==> src/rtl/systolic_pkg.sv <==
// Shared types and helpers for the systolic array read-out path.
package systolic_pkg;

    typedef enum logic [1:0] {
        DRAIN_IDLE = 2'd0,
        DRAIN_SEND = 2'd1,
        DRAIN_DONE = 2'd2,
        DRAIN_HOLD = 2'd3
    } drain_state_e;

    function automatic int idx_w(input int size);
        int w;
        w = $clog2(size * size);
        return (w < 1) ? 1 : w;
    endfunction

endpackage

==> src/rtl/systolic_quant.sv <==
// Rescales a signed accumulator by an arithmetic right shift and saturates it
// to a signed OUT_W-bit word.
module systolic_quant #(
    parameter int ACC_W      = 32,
    parameter int OUT_W      = 16,
    parameter int FRAC_SHIFT = 8
) (
    input  logic signed [ACC_W-1:0] acc,
    output logic        [OUT_W-1:0] q
);

    localparam logic [ACC_W-1:0] ONE = ACC_W'(1);
    localparam logic signed [ACC_W-1:0] MAX_S = signed'((ONE << (OUT_W - 1)) - ONE);
    localparam logic signed [ACC_W-1:0] MIN_S = signed'(~((ONE << (OUT_W - 1)) - ONE));

    logic signed [ACC_W-1:0] shifted_s;

    // Shift toward -inf, then clamp into the output range.
    always_comb begin
        shifted_s = acc >>> FRAC_SHIFT;
        if (shifted_s > MAX_S) begin
            q = MAX_S[OUT_W-1:0];
        end else if (shifted_s < MIN_S) begin
            q = MIN_S[OUT_W-1:0];
        end else begin
            q = shifted_s[OUT_W-1:0];
        end
    end

endmodule

==> src/rtl/systolic_drain.sv <==
// Snapshots all PE accumulators when the array reports completion and streams
// them out row-major, quantised, over a val/rdy interface; pulses clr when done.
module systolic_drain
    import systolic_pkg::*;
#(
    parameter int SIZE       = 4,
    parameter int ACC_W      = 32,
    parameter int OUT_W      = 16,
    parameter int FRAC_SHIFT = 8
) (
    input  logic                       clk,
    input  logic                       rst,
    input  logic                       drain_req,
    input  logic [SIZE*SIZE*ACC_W-1:0] acc_data,
    output logic [OUT_W-1:0]           send_msg,
    output logic                       send_val,
    input  logic                       send_rdy,
    output logic                       send_last,
    output logic                       busy,
    output logic                       done,
    output logic                       clr
);

    localparam int NUM   = SIZE * SIZE;
    localparam int IDX_W = idx_w(SIZE);
    localparam logic [IDX_W-1:0] LAST_IDX = IDX_W'(NUM - 1);

    drain_state_e      state_r, state_s;
    logic [IDX_W-1:0]  idx_r, idx_s;
    logic [ACC_W-1:0]  snap_r [NUM];
    logic              load_s;
    logic              xfer_s;
    logic [ACC_W-1:0]  quant_in_s;
    logic [OUT_W-1:0]  quant_out_s;
    logic [OUT_W-1:0]  send_msg_r, send_msg_s;
    logic              send_val_r, send_val_s;
    logic              send_last_r, send_last_s;
    logic              busy_r, busy_s;
    logic              done_r, done_s;

    // Outputs are precomputed for the next state so every port is a flop:
    // the word quantised here is the one presented after the coming edge.
    systolic_quant #(
        .ACC_W      (ACC_W),
        .OUT_W      (OUT_W),
        .FRAC_SHIFT (FRAC_SHIFT)
    ) u_quant (
        .acc (quant_in_s),
        .q   (quant_out_s)
    );

    // Next-state, next-index and next-output decode.
    always_comb begin
        state_s = state_r;
        idx_s   = idx_r;
        load_s  = 1'b0;
        xfer_s  = send_val_r & send_rdy;
        case (state_r)
            DRAIN_IDLE: begin
                if (drain_req) begin
                    state_s = DRAIN_SEND;
                    idx_s   = {IDX_W{1'b0}};
                    load_s  = 1'b1;
                end else begin
                    state_s = DRAIN_IDLE;
                end
            end
            DRAIN_SEND: begin
                if (xfer_s && send_last_r) begin
                    state_s = DRAIN_DONE;
                end else if (xfer_s) begin
                    idx_s = idx_r + IDX_W'(1);
                end else begin
                    state_s = DRAIN_SEND;
                end
            end
            DRAIN_DONE: begin
                state_s = DRAIN_HOLD;
            end
            DRAIN_HOLD: begin
                // Wait for drain_req to drop so one result set drains only once.
                if (!drain_req) begin
                    state_s = DRAIN_IDLE;
                end else begin
                    state_s = DRAIN_HOLD;
                end
            end
            default: begin
                state_s = DRAIN_IDLE;
                idx_s   = {IDX_W{1'b0}};
            end
        endcase

        if (load_s) begin
            quant_in_s = acc_data[ACC_W-1:0];
        end else begin
            quant_in_s = snap_r[idx_s];
        end

        send_val_s  = (state_s == DRAIN_SEND);
        send_last_s = (state_s == DRAIN_SEND) && (idx_s == LAST_IDX);
        busy_s      = (state_s != DRAIN_IDLE);
        done_s      = (state_s == DRAIN_DONE);
        if (state_s == DRAIN_SEND) begin
            send_msg_s = quant_out_s;
        end else begin
            send_msg_s = {OUT_W{1'b0}};
        end
    end

    // State, index, snapshot and registered output flops.
    always_ff @(posedge clk or negedge rst) begin
        if (!rst) begin
            state_r     <= DRAIN_IDLE;
            idx_r       <= {IDX_W{1'b0}};
            send_msg_r  <= {OUT_W{1'b0}};
            send_val_r  <= 1'b0;
            send_last_r <= 1'b0;
            busy_r      <= 1'b0;
            done_r      <= 1'b0;
            for (int i = 0; i < NUM; i++) begin
                snap_r[i] <= {ACC_W{1'b0}};
            end
        end else begin
            state_r     <= state_s;
            idx_r       <= idx_s;
            send_msg_r  <= send_msg_s;
            send_val_r  <= send_val_s;
            send_last_r <= send_last_s;
            busy_r      <= busy_s;
            done_r      <= done_s;
            if (load_s) begin
                for (int i = 0; i < NUM; i++) begin
                    snap_r[i] <= acc_data[i*ACC_W +: ACC_W];
                end
            end
        end
    end

    assign send_msg  = send_msg_r;
    assign send_val  = send_val_r;
    assign send_last = send_last_r;
    assign busy      = busy_r;
    assign done      = done_r;
    assign clr       = done_r;

endmodule
==> config.mk <==
export PLATFORM = sky130hd
export DESIGN_NAME = systolic_drain
export DESIGN_NICKNAME = d
export VERILOG_FILES = /design/src/rtl/systolic_pkg.sv /design/src/rtl/systolic_quant.sv /design/src/rtl/systolic_drain.sv
export SDC_FILE = /design/constraint.sdc
export NUM_CORES = 1
export LEC_CHECK = 0
export ABC_AREA = 1
export CORE_MARGIN = 5
export CORE_UTILIZATION = 53
export CTS_BUF_LIST = sky130_fd_sc_hd__clkbuf_16
export CTS_CLUSTER_DIAMETER = 120
export DETAILED_ROUTE_END_ITERATION = 6
export PLACE_DENSITY_LB_ADDON = 0.05
export SLEW_MARGIN = 10
export SYNTH_ARGS = -nofsm -noshare
export SYNTH_HDL_FRONTEND = slang
export SYNTH_HIERARCHICAL = 1
export SYNTH_SLANG_ARGS = --single-unit
==> constraint.sdc <==
create_clock -name clk -period 3.35 [get_ports clk]
set_input_delay 0.335 -clock clk [delete_from_list [all_inputs] [get_ports clk]]
set_output_delay 0.335 -clock clk [all_outputs]
set_load 0.1 [all_outputs]
==> results.yml, run 1 <==
critical_path:
  endpoint: "send_msg[0]"
  critPathMaxFanout: 19
  worstPathCellList: "nor2_4 -> nand2_1 -> nand2_8 -> nand3_4 -> inv_2 -> buf_12 -> nand2_1 -> nand2_1 -> nor2_1 -> nor2_1 -> nand2_1 -> nand3_1 -> nand2_1 -> nor2_1 -> nand2_1 -> nand2_2 -> nand2_1 -> nand2_1 -> inv_1 -> nor2_1"
  critPathCaptureType: "flip-flop"
  critPathBufInv: 3
  cp_top_family: "simple AND/OR/NAND/NOR gates"
  startpoint: "state_r[1]"
  required_ns: 3.83
  cpMostUsedCell: "nand2_1"
  cp.arrival_ns: 3.62
  slowest_stage: "dfrtp_1"
  rr_endpoint: "send_msg[0]"
  path_class: "reg -> reg"
  startpoint_type: "flip-flop"
  cp_slowest_stage_delay_ns: 0.43
  reg2reg_depth: 20
  rrSetupSlack_ns: 0.21
  worstSetupPathDepth: 20
  reg2reg_from: "state_r[1]"
sta:
  fin_crit_sh_pct: 93.8
  fin_hold_ws_ns: 0.286
  tightestPinTransition_ns: 1.08
  final.min_clock_period_ns: 3.14
  fmax_mhz: 318
  maxSlewHeadroom_pct: 27.7
  setup_ws_ns: 0.207
  drv_slew: 0
  rsz0062_at_grt: "no"
  setup_violations: 0
  fin_worst_skew_ns: 0.0234
  hold_viol_final: 0
die:
  fp.dieH_um: 206
  die_width_um: 206
  core_um2: 38500
  initial_core_util_pct: 53.2
  ios: 537
  die-area_um2: 42600
  rows: 72
job:
  drv_cap: 0
layout:
  multi_input_comb_area_um2: 8440
  final_cell_mix: "1435 x nand2_1, 410 x dfrtp_1, 407 x clkdlybuf4s50_1, 193 x nand3_1, 174 x inv_1"
  drive_gt1_share_pct: 4.79
  area_delta_synth_final_pct: 28.0
  utilization_pct: 68.1
  fill_cells: 3290
  final_area_um2: 26200
  fin_nets: 3619
  diodes: 0
  final_common_cell: "nand2_1"
  seq_area_um2: 10300
  final_cells: 3651
detailed_routing:
  drt_iter0_markers: 1821
  wire_per_inst_um: 19.4
  drt_wl_total_mm: 70.8
  first_pass_iters: 5
  vias: 19600
  via_per_inst: 5.37
  drt.antenna.violating_nets: 0
  drc: 0
clocking:
  cts_num_sinks: 410
  h-tree-depth: 2
  cts_tree: "yes"
  cts_root_buf: "clkbuf_16"
  cts-hold-fix-buffers: 1
  cts_resized: 0
  cts_setup_buffers: 0
  clkLatencyLatePin_ns: 0.58
  numCtsBuffers: 44
  clk_pin_slew_ns: 0.06
  cts_buffer_depth: 3
synth:
  synthesis.area_um2: 20500
  postSynthAreaPerCell_um2: 7.23
  ys_warn_count: 6
  syn_inst: 2831
  syn_nets: 3348
placed_design:
  port_buffers: 408
  hpwl_mm: 51.8
  dp_cells: 3573
  place_ws_ns: -0.0844
  gp_congestion: 0.965
  placed_area_um2: 24900
run_status:
  outcome: "complete, no violations"
power_and_ir_drop:
  p_leak_nw: 13.3
  ir_worst_vdd_uv: 715
  powerDensity_nw_per_um2: 1160
grt:
  antenna_found_initial: 2
  grt_pass1_wl_mm: 108
  grt-ovfl-total: 0
  grt_pass1_vias: 19200
  track_usage_pct: 32.8
  grt_max_degree: 184
worst_hold_path:
  hp-class: "in -> reg"
through the flow:
step                TNS (ns)  total power [mW]
finish                     0              30.3
floorplan                  0              19.8
detailed placement    -0.845              25.5
global route               0              32.5
CTS                        0              30.1
global placement           0              25.2
report_power, final:
group          switching, mW  total (mW)  leakage (nW)  internal, mW
sequential              1.09        8.45          5.07          7.36
combinational           11.7        17.4          7.56          5.63
clock                   2.00        4.50         0.675          2.49
tightest hold or removal path, stage by stage:
cell	delay, ns
clkdlybuf4s50_1	0.39
nand2_1	0.06
nand2_1	0.04
worst min path at each step:
| stage | to | slack, ns | cells past startpoint | from |
|---|---|---|---|---|
| detailed placement | snap_r[297] | 0.45 | 1 | rst |
| finish | snap_r[75] | 0.29 | 3 | acc_data[427] |
| global route | snap_r[12] | 0.29 | 3 | acc_data[492] |
| CTS | snap_r[381] | 0.26 | 3 | acc_data[157] |
| floorplan | busy | 0.04 | 0 | rst |
| global placement | snap_r[138] | 0.46 | 1 | rst |
sequential cells by signal, indices dropped and copies added, names as in the netlist:
signal     cells
state_r        2
busy           1
send_msg      16
clr            1
snap_r       384
idx_r          4
send_val       1
send_last      1
layout make-up:
type	count	area share, %
Sequential cell	410	39.2
Multi-Input combinational cell	1994	32.2
Timing Repair Buffer	481	18.7
Clock buffer	45	4.30
Inverter	171	2.48
Tap cell	518	2.47
Clock inverter	32	0.626
routing by layer:
layer  vias to the layer above  share of wire [%]  GRT usage [%]
li1                       9328                  -              -
met1                      9286                 42           45.6
met5                         -              0.023              0
met2                       848                 46           51.1
met4                         4                3.6           11.2
met3                       135                9.0           7.47
Note: power is estimated with default switching activity, not from simulation.
==> inputs of run 2 (changes only) <==
Settings changed: SETUP_SLACK_MARGIN set to 0.1, SLEW_MARGIN 10 to unset.
==> run 2 against run 1 <==
Net effect: the run now ends with design-rule violations left; cell area barely moved; sequential share of layout area hardly changed; critical endpoint unchanged; sequential power hardly changed; critical path depth fell by 2; utilization about the same; sequential cell count is the same; largest power group unchanged; global-route usage did not move.
==> results.yml, run 2 (same netlist as run 1, synthesis figures left out) <==
power_and_ir_drop:
  power.internal_mw: 15.5
  seqPwrFrac_pct: 27.9
  p_comb_share_pct: 57.3
  switching_share_pct: 48.9
  powerDensity_nw_per_um2: 1160
  p_clk_share_pct: 14.8
  p_sw_mw: 14.8
  p_leak_nw: 13.3
  p_total_mw: 30.3
  ir_worst_vdd_uv: 713
sta:
  hold_viol_final: 0
  maxSlewHeadroom_pct: 27.0
  setup_ws_ns: 0.290
  tightestPinTransition_ns: 1.09
  setup_violations: 0
  fin_crit_sh_pct: 91.3
  rsz0062_at_grt: "no"
  drv_slew: 0
  final.min_clock_period_ns: 3.06
  fin_worst_skew_ns: 0.0208
  fmax_mhz: 327
detailed_routing:
  first_pass_iters: 7
  drt_iter0_markers: 1855
  wire_per_inst_um: 19.4
  via_per_inst: 5.39
  drt_wl_total_mm: 70.7
  drt.antenna.violating_nets: 0
  vias: 19700
  drc: 1
clocking:
  cts_root_buf: "clkbuf_16"
  numCtsBuffers: 44
  cts_setup_buffers: 0
  h-tree-depth: 2
  clk_pin_slew_ns: 0.06
  cts_num_sinks: 410
  clkLatencyLatePin_ns: 0.58
  cts_tree: "yes"
  cts_buffer_depth: 3
die:
  core_um2: 38500
  ios: 537
  die_width_um: 206
  fp.dieH_um: 206
  initial_core_util_pct: 53.2
  rows: 72
  die-area_um2: 42600
grt:
  grt_pass1_wl_mm: 108
  antenna_found_initial: 2
  track_usage_pct: 32.8
  grt-ovfl-total: 0
  grt_pass1_vias: 19200
  grt_max_degree: 184
layout:
  final_common_cell: "nand2_1"
  utilization_pct: 68.1
  final_cell_mix: "1435 x nand2_1, 410 x dfrtp_1, 407 x clkdlybuf4s50_1, 193 x nand3_1, 174 x inv_1"
  largest_reg_flops: 384
  area_delta_synth_final_pct: 28.0
  fin_nets: 3619
  top_register: "snap_r"
  final_cells: 3651
  drive_gt1_share_pct: 4.79
  diodes: 0
placed_design:
  port_buffers: 408
  place_ws_ns: -0.0844
  gp_congestion: 0.965
  dp_cells: 3573
  hpwl_mm: 51.8
critical_path:
  rrSetupSlack_ns: 0.29
  critPathCaptureType: "flip-flop"
  required_ns: 3.82
  cp.arrival_ns: 3.53
  startpoint_type: "flip-flop"
  critPathMaxFanout: 33
  path_class: "reg -> reg"
run_status:
  violations: "design-rule violations"
  outcome: "complete, but fails checks"
job:
  drv_cap: 0
worst_hold_path:
  hp-class: "in -> reg"
run 2: layer usage:
metal | share of wire, % | vias to the layer above | wire length, µm | GRT usage (%)
met4 | 3.6 | 4 | 2580 | 11.2
met2 | 46 | 875 | 32400 | 51.1
met5 | 0.023 | - | 16 | 0
li1 | - | 9339 | - | -
met1 | 41 | 9309 | 29300 | 45.6
met3 | 9.2 | 135 | 6490 | 7.47
run 2: final timing paths:
path	start	end	cells after the start
setup / recovery	send_val	send_msg[0]	18
hold / removal	acc_data[157]	snap_r[381]	3
setup reg to reg	send_val	send_msg[0]	18
hold reg to reg	snap_r[494]	snap_r[494]	2
max in group asynchronous	rst	snap_r[93]	3
min in group asynchronous	rst	snap_r[170]	2
run 2: area by class of cell:
| class | count | area, µm² |
|---|---|---|
| Fill cell | 3289 | 12300 |
| Sequential cell | 410 | 10300 |
| Multi-Input combinational cell | 1994 | 8450 |
| Timing Repair Buffer | 481 | 4900 |
| Clock buffer | 45 | 1130 |
| Inverter | 171 | 649 |
| Tap cell | 518 | 648 |
| Clock inverter | 32 | 164 |
run 2: repair_timing:
item	4_1_cts	5_1_grt
hold buffers	1	0
hold endpoints to repair	91	0
setup endpoints to repair	0	12
resized for setup	0	1
run 2: critical path: stages (launching register included):
cell and delay (ns):
dfrtp_1 0.42, nand2_1 0.21, nor2_4 0.07, buf_4 0.16, nand3_4 0.09, buf_4 0.38, buf_4 0.36, nand4_1 0.13
nand3_1 0.11, nand2_1 0.07, nand2_1 0.06, nand2_1 0.05, nand2_1 0.08, nand3_1 0.17, o21bai_4 0.24, buf_12 0.15
nand2_1 0.06, inv_1 0.04, nor2_1 0.11
run 2: through the flow:
step	hold slack [ns]	setup TNS (ns)	instance area, µm²
2_1_floorplan	0.0394	0	20500
3_3_place_gp	0.457	0	24900
3_5_place_dp	0.448	-0.845	24900
4_1_cts	0.264	0	26200
5_1_grt	0.290	0	26200
6_report	0.289	0	26200
run 2: power groups by stage:
stage	clock [mW]	sequential, mW	combinational [mW]
4_1_cts	4.53	8.42	17.2
2_1_floorplan	0	8.94	10.9
6_report	4.48	8.45	17.4
3_3_place_gp	0	8.42	16.8
5_1_grt	4.72	8.67	19.1
3_5_place_dp	0	8.49	17.0
==> inputs of run 3 (changes only) <==
==> constraint.sdc (replaced) <==
create_clock -name clk -period 3.35 [get_ports clk]
set_input_delay 0.67 -clock clk [delete_from_list [all_inputs] [get_ports clk]]
set_output_delay 0.67 -clock clk [all_outputs]
set_load 0.1 [all_outputs]
==> run 3 against run 2 <==
Net effect: the flow now finishes without violations; setup slack lost 0.035 ns; utilization grew 1.6 points; largest cell class unchanged; global-route usage shrank 0.20 points; non-clock buffer count grew 57; routed wire length shrank 0.47%; cell area grew 2.3%.
==> results.yml, run 3 (same netlist as run 1, synthesis figures left out) <==
sta:
  final.min_clock_period_ns: 3.10
  tightestPinTransition_ns: 0.854
  timing.setup.tns_ns: 0
  setup_ws_ns: 0.255
  drv_slew: 0
  fmax_mhz: 323
  hold_viol_final: 0
  fin_crit_sh_pct: 92.4
  fin_worst_skew_ns: 0.0277
  setup_violations: 0
  rsz0062_at_grt: "no"
  maxSlewHeadroom_pct: 43.1
  fin_hold_ws_ns: 0.00542
detailed_routing:
  drc: 0
  first_pass_iters: 6
  drt_iter0_markers: 2096
  vias: 19900
  drt.antenna.violating_nets: 0
  wire_per_inst_um: 19.0
  via_per_inst: 5.36
  drt_wl_total_mm: 70.4
critical_path:
  startpoint_type: "input pin"
  required_ns: 3.82
  critPathMaxFanout: 19
  rr_endpoint: "send_msg[8]"
  rrSetupSlack_ns: 0.41
  reg2reg_depth: 21
  critPathCaptureType: "flip-flop"
  cp.arrival_ns: 3.57
  reg2reg_from: "send_val"
  path_class: "in -> reg"
layout:
  largest_reg_flops: 384
  top_register: "snap_r"
  fill_cells: 3197
  area_delta_synth_final_pct: 31.0
  seq_area_um2: 10300
  fin_nets: 3676
  final_cell_mix: "1435 x nand2_1, 410 x dfrtp_1, 386 x clkdlybuf4s50_1, 193 x nand3_1, 175 x inv_1"
  multi_input_comb_area_um2: 8450
  final_common_cell: "nand2_1"
  drive_gt1_share_pct: 7.36
  diodes: 0
placed_design:
  place_ws_ns: -0.360
  hpwl_mm: 52.4
  port_buffers: 408
  gp_congestion: 0.970
clocking:
  numCtsBuffers: 44
  cts-hold-fix-buffers: 0
  cts_buffer_depth: 3
  clk_pin_slew_ns: 0.06
  cts_root_buf: "clkbuf_16"
  cts_tree: "yes"
  cts_resized: 0
  cts_num_sinks: 410
  clkLatencyLatePin_ns: 0.58
  cts_setup_buffers: 0
  h-tree-depth: 2
die:
  ios: 537
  fp.dieH_um: 206
  initial_core_util_pct: 53.2
  die_width_um: 206
  die-area_um2: 42600
  rows: 72
  core_um2: 38500
grt:
  antenna_found_initial: 0
  grt_pass1_wl_mm: 107
  grt_max_degree: 188
  grt_pass1_vias: 19100
  track_usage_pct: 32.6
  grt-ovfl-total: 0
worst_hold_path:
  hp-class: "in -> async"
run_status:
  outcome: "complete, no violations"
power_and_ir_drop:
  power.internal_mw: 16.5
  ir_worst_vdd_uv: 682
  seqPwrFrac_pct: 26.9
  switching_share_pct: 47.7
  p_total_mw: 31.5
  p_clk_share_pct: 15.0
  p_comb_share_pct: 58.1
  p_sw_mw: 15.0
  powerDensity_nw_per_um2: 1180
  p_leak_nw: 13.7
job:
  drv_cap: 0
[run 3: cell count changes in the layout (fill, tap and decap cells not counted)]
cell | previous run | this run
buf_6 | 0 | 1
inv_4 | 0 | 1
clkdlybuf4s50_1 | 407 | 386
clkinv_1 | 14 | 10
inv_2 | 5 | 4
dlygate4sd3_1 | 1 | 0
clkinvlp_4 | 0 | 1
nor2_2 | 1 | 3
inv_1 | 174 | 175
buf_12 | 21 | 32
nor2_1 | 62 | 60
bufinv_16 | 1 | 4
buf_4 | 51 | 118
[run 3: final cells by class]
type,count,share of cell area (%)
sequential,410,38.3
multi-input combinational,1994,31.5
timing repair buffer,538,20.2
clock buffer,45,4.20
inverter,171,2.43
tap,518,2.42
clock inverter,33,0.934
[run 3: worst max-delay path by stage]
stage | slack, ns | cells past startpoint | to | startpoint
global placement | -0.33 | 22 | send_msg[1] | send_rdy
finish | 0.25 | 22 | send_msg[8] | send_rdy
floorplan | 0.28 | 16 | send_msg[10] | send_val
CTS | 0.20 | 22 | send_msg[8] | send_rdy
detailed placement | -0.36 | 22 | send_msg[8] | send_rdy
global route | 0.11 | 23 | send_msg[5] | send_rdy
[run 3: power by group through the flow]
| stage | Sequential [mW] | Clock [mW] | Combinational, mW |
|---|---|---|---|
| finish | 8.47 | 4.74 | 18.3 |
| global route | 8.68 | 4.98 | 20.0 |
| CTS | 8.44 | 4.77 | 18.1 |
| detailed placement | 8.50 | 0 | 17.9 |
| global placement | 8.44 | 0 | 17.7 |
| floorplan | 8.94 | 0 | 10.9 |
[run 3: per-layer routing]
layer	vias to the layer above	share of wire, %	global-route usage (%)
li1	9449	-	-
met1	9354	41	45.7
met2	943	46	50.8
met3	136	8.6	5.70
met4	0	4.0	12.9
met5	-	0	0
[run 3: per-stage QoR]
stage               cells  area [µm²]  util, %
floorplan            2831       20500        -
global placement     3631       25400     66.1
detailed placement   3631       25400     66.1
CTS                  3709       26800     69.6
global route         3709       26800     69.7
finish               3709       26800     69.7
[run 3: critical path: stages]
cell and delay, ns:
clkdlybuf4s50_1 0.47, nand2_1 0.14, nor2_4 0.15, nand2_1 0.16
nand2_8 0.11, nand3_4 0.18, inv_4 0.16, buf_12 0.18
nand2_1 0.06, nand2_1 0.13, nor2_1 0.08, nor2_1 0.15
nand2_1 0.08, nand3_1 0.10, nand2_1 0.06, nor2_1 0.10
nand2_1 0.11, nand2_4 0.17, nand2_1 0.07, nand2_1 0.06
inv_1 0.03, nor2_1 0.11
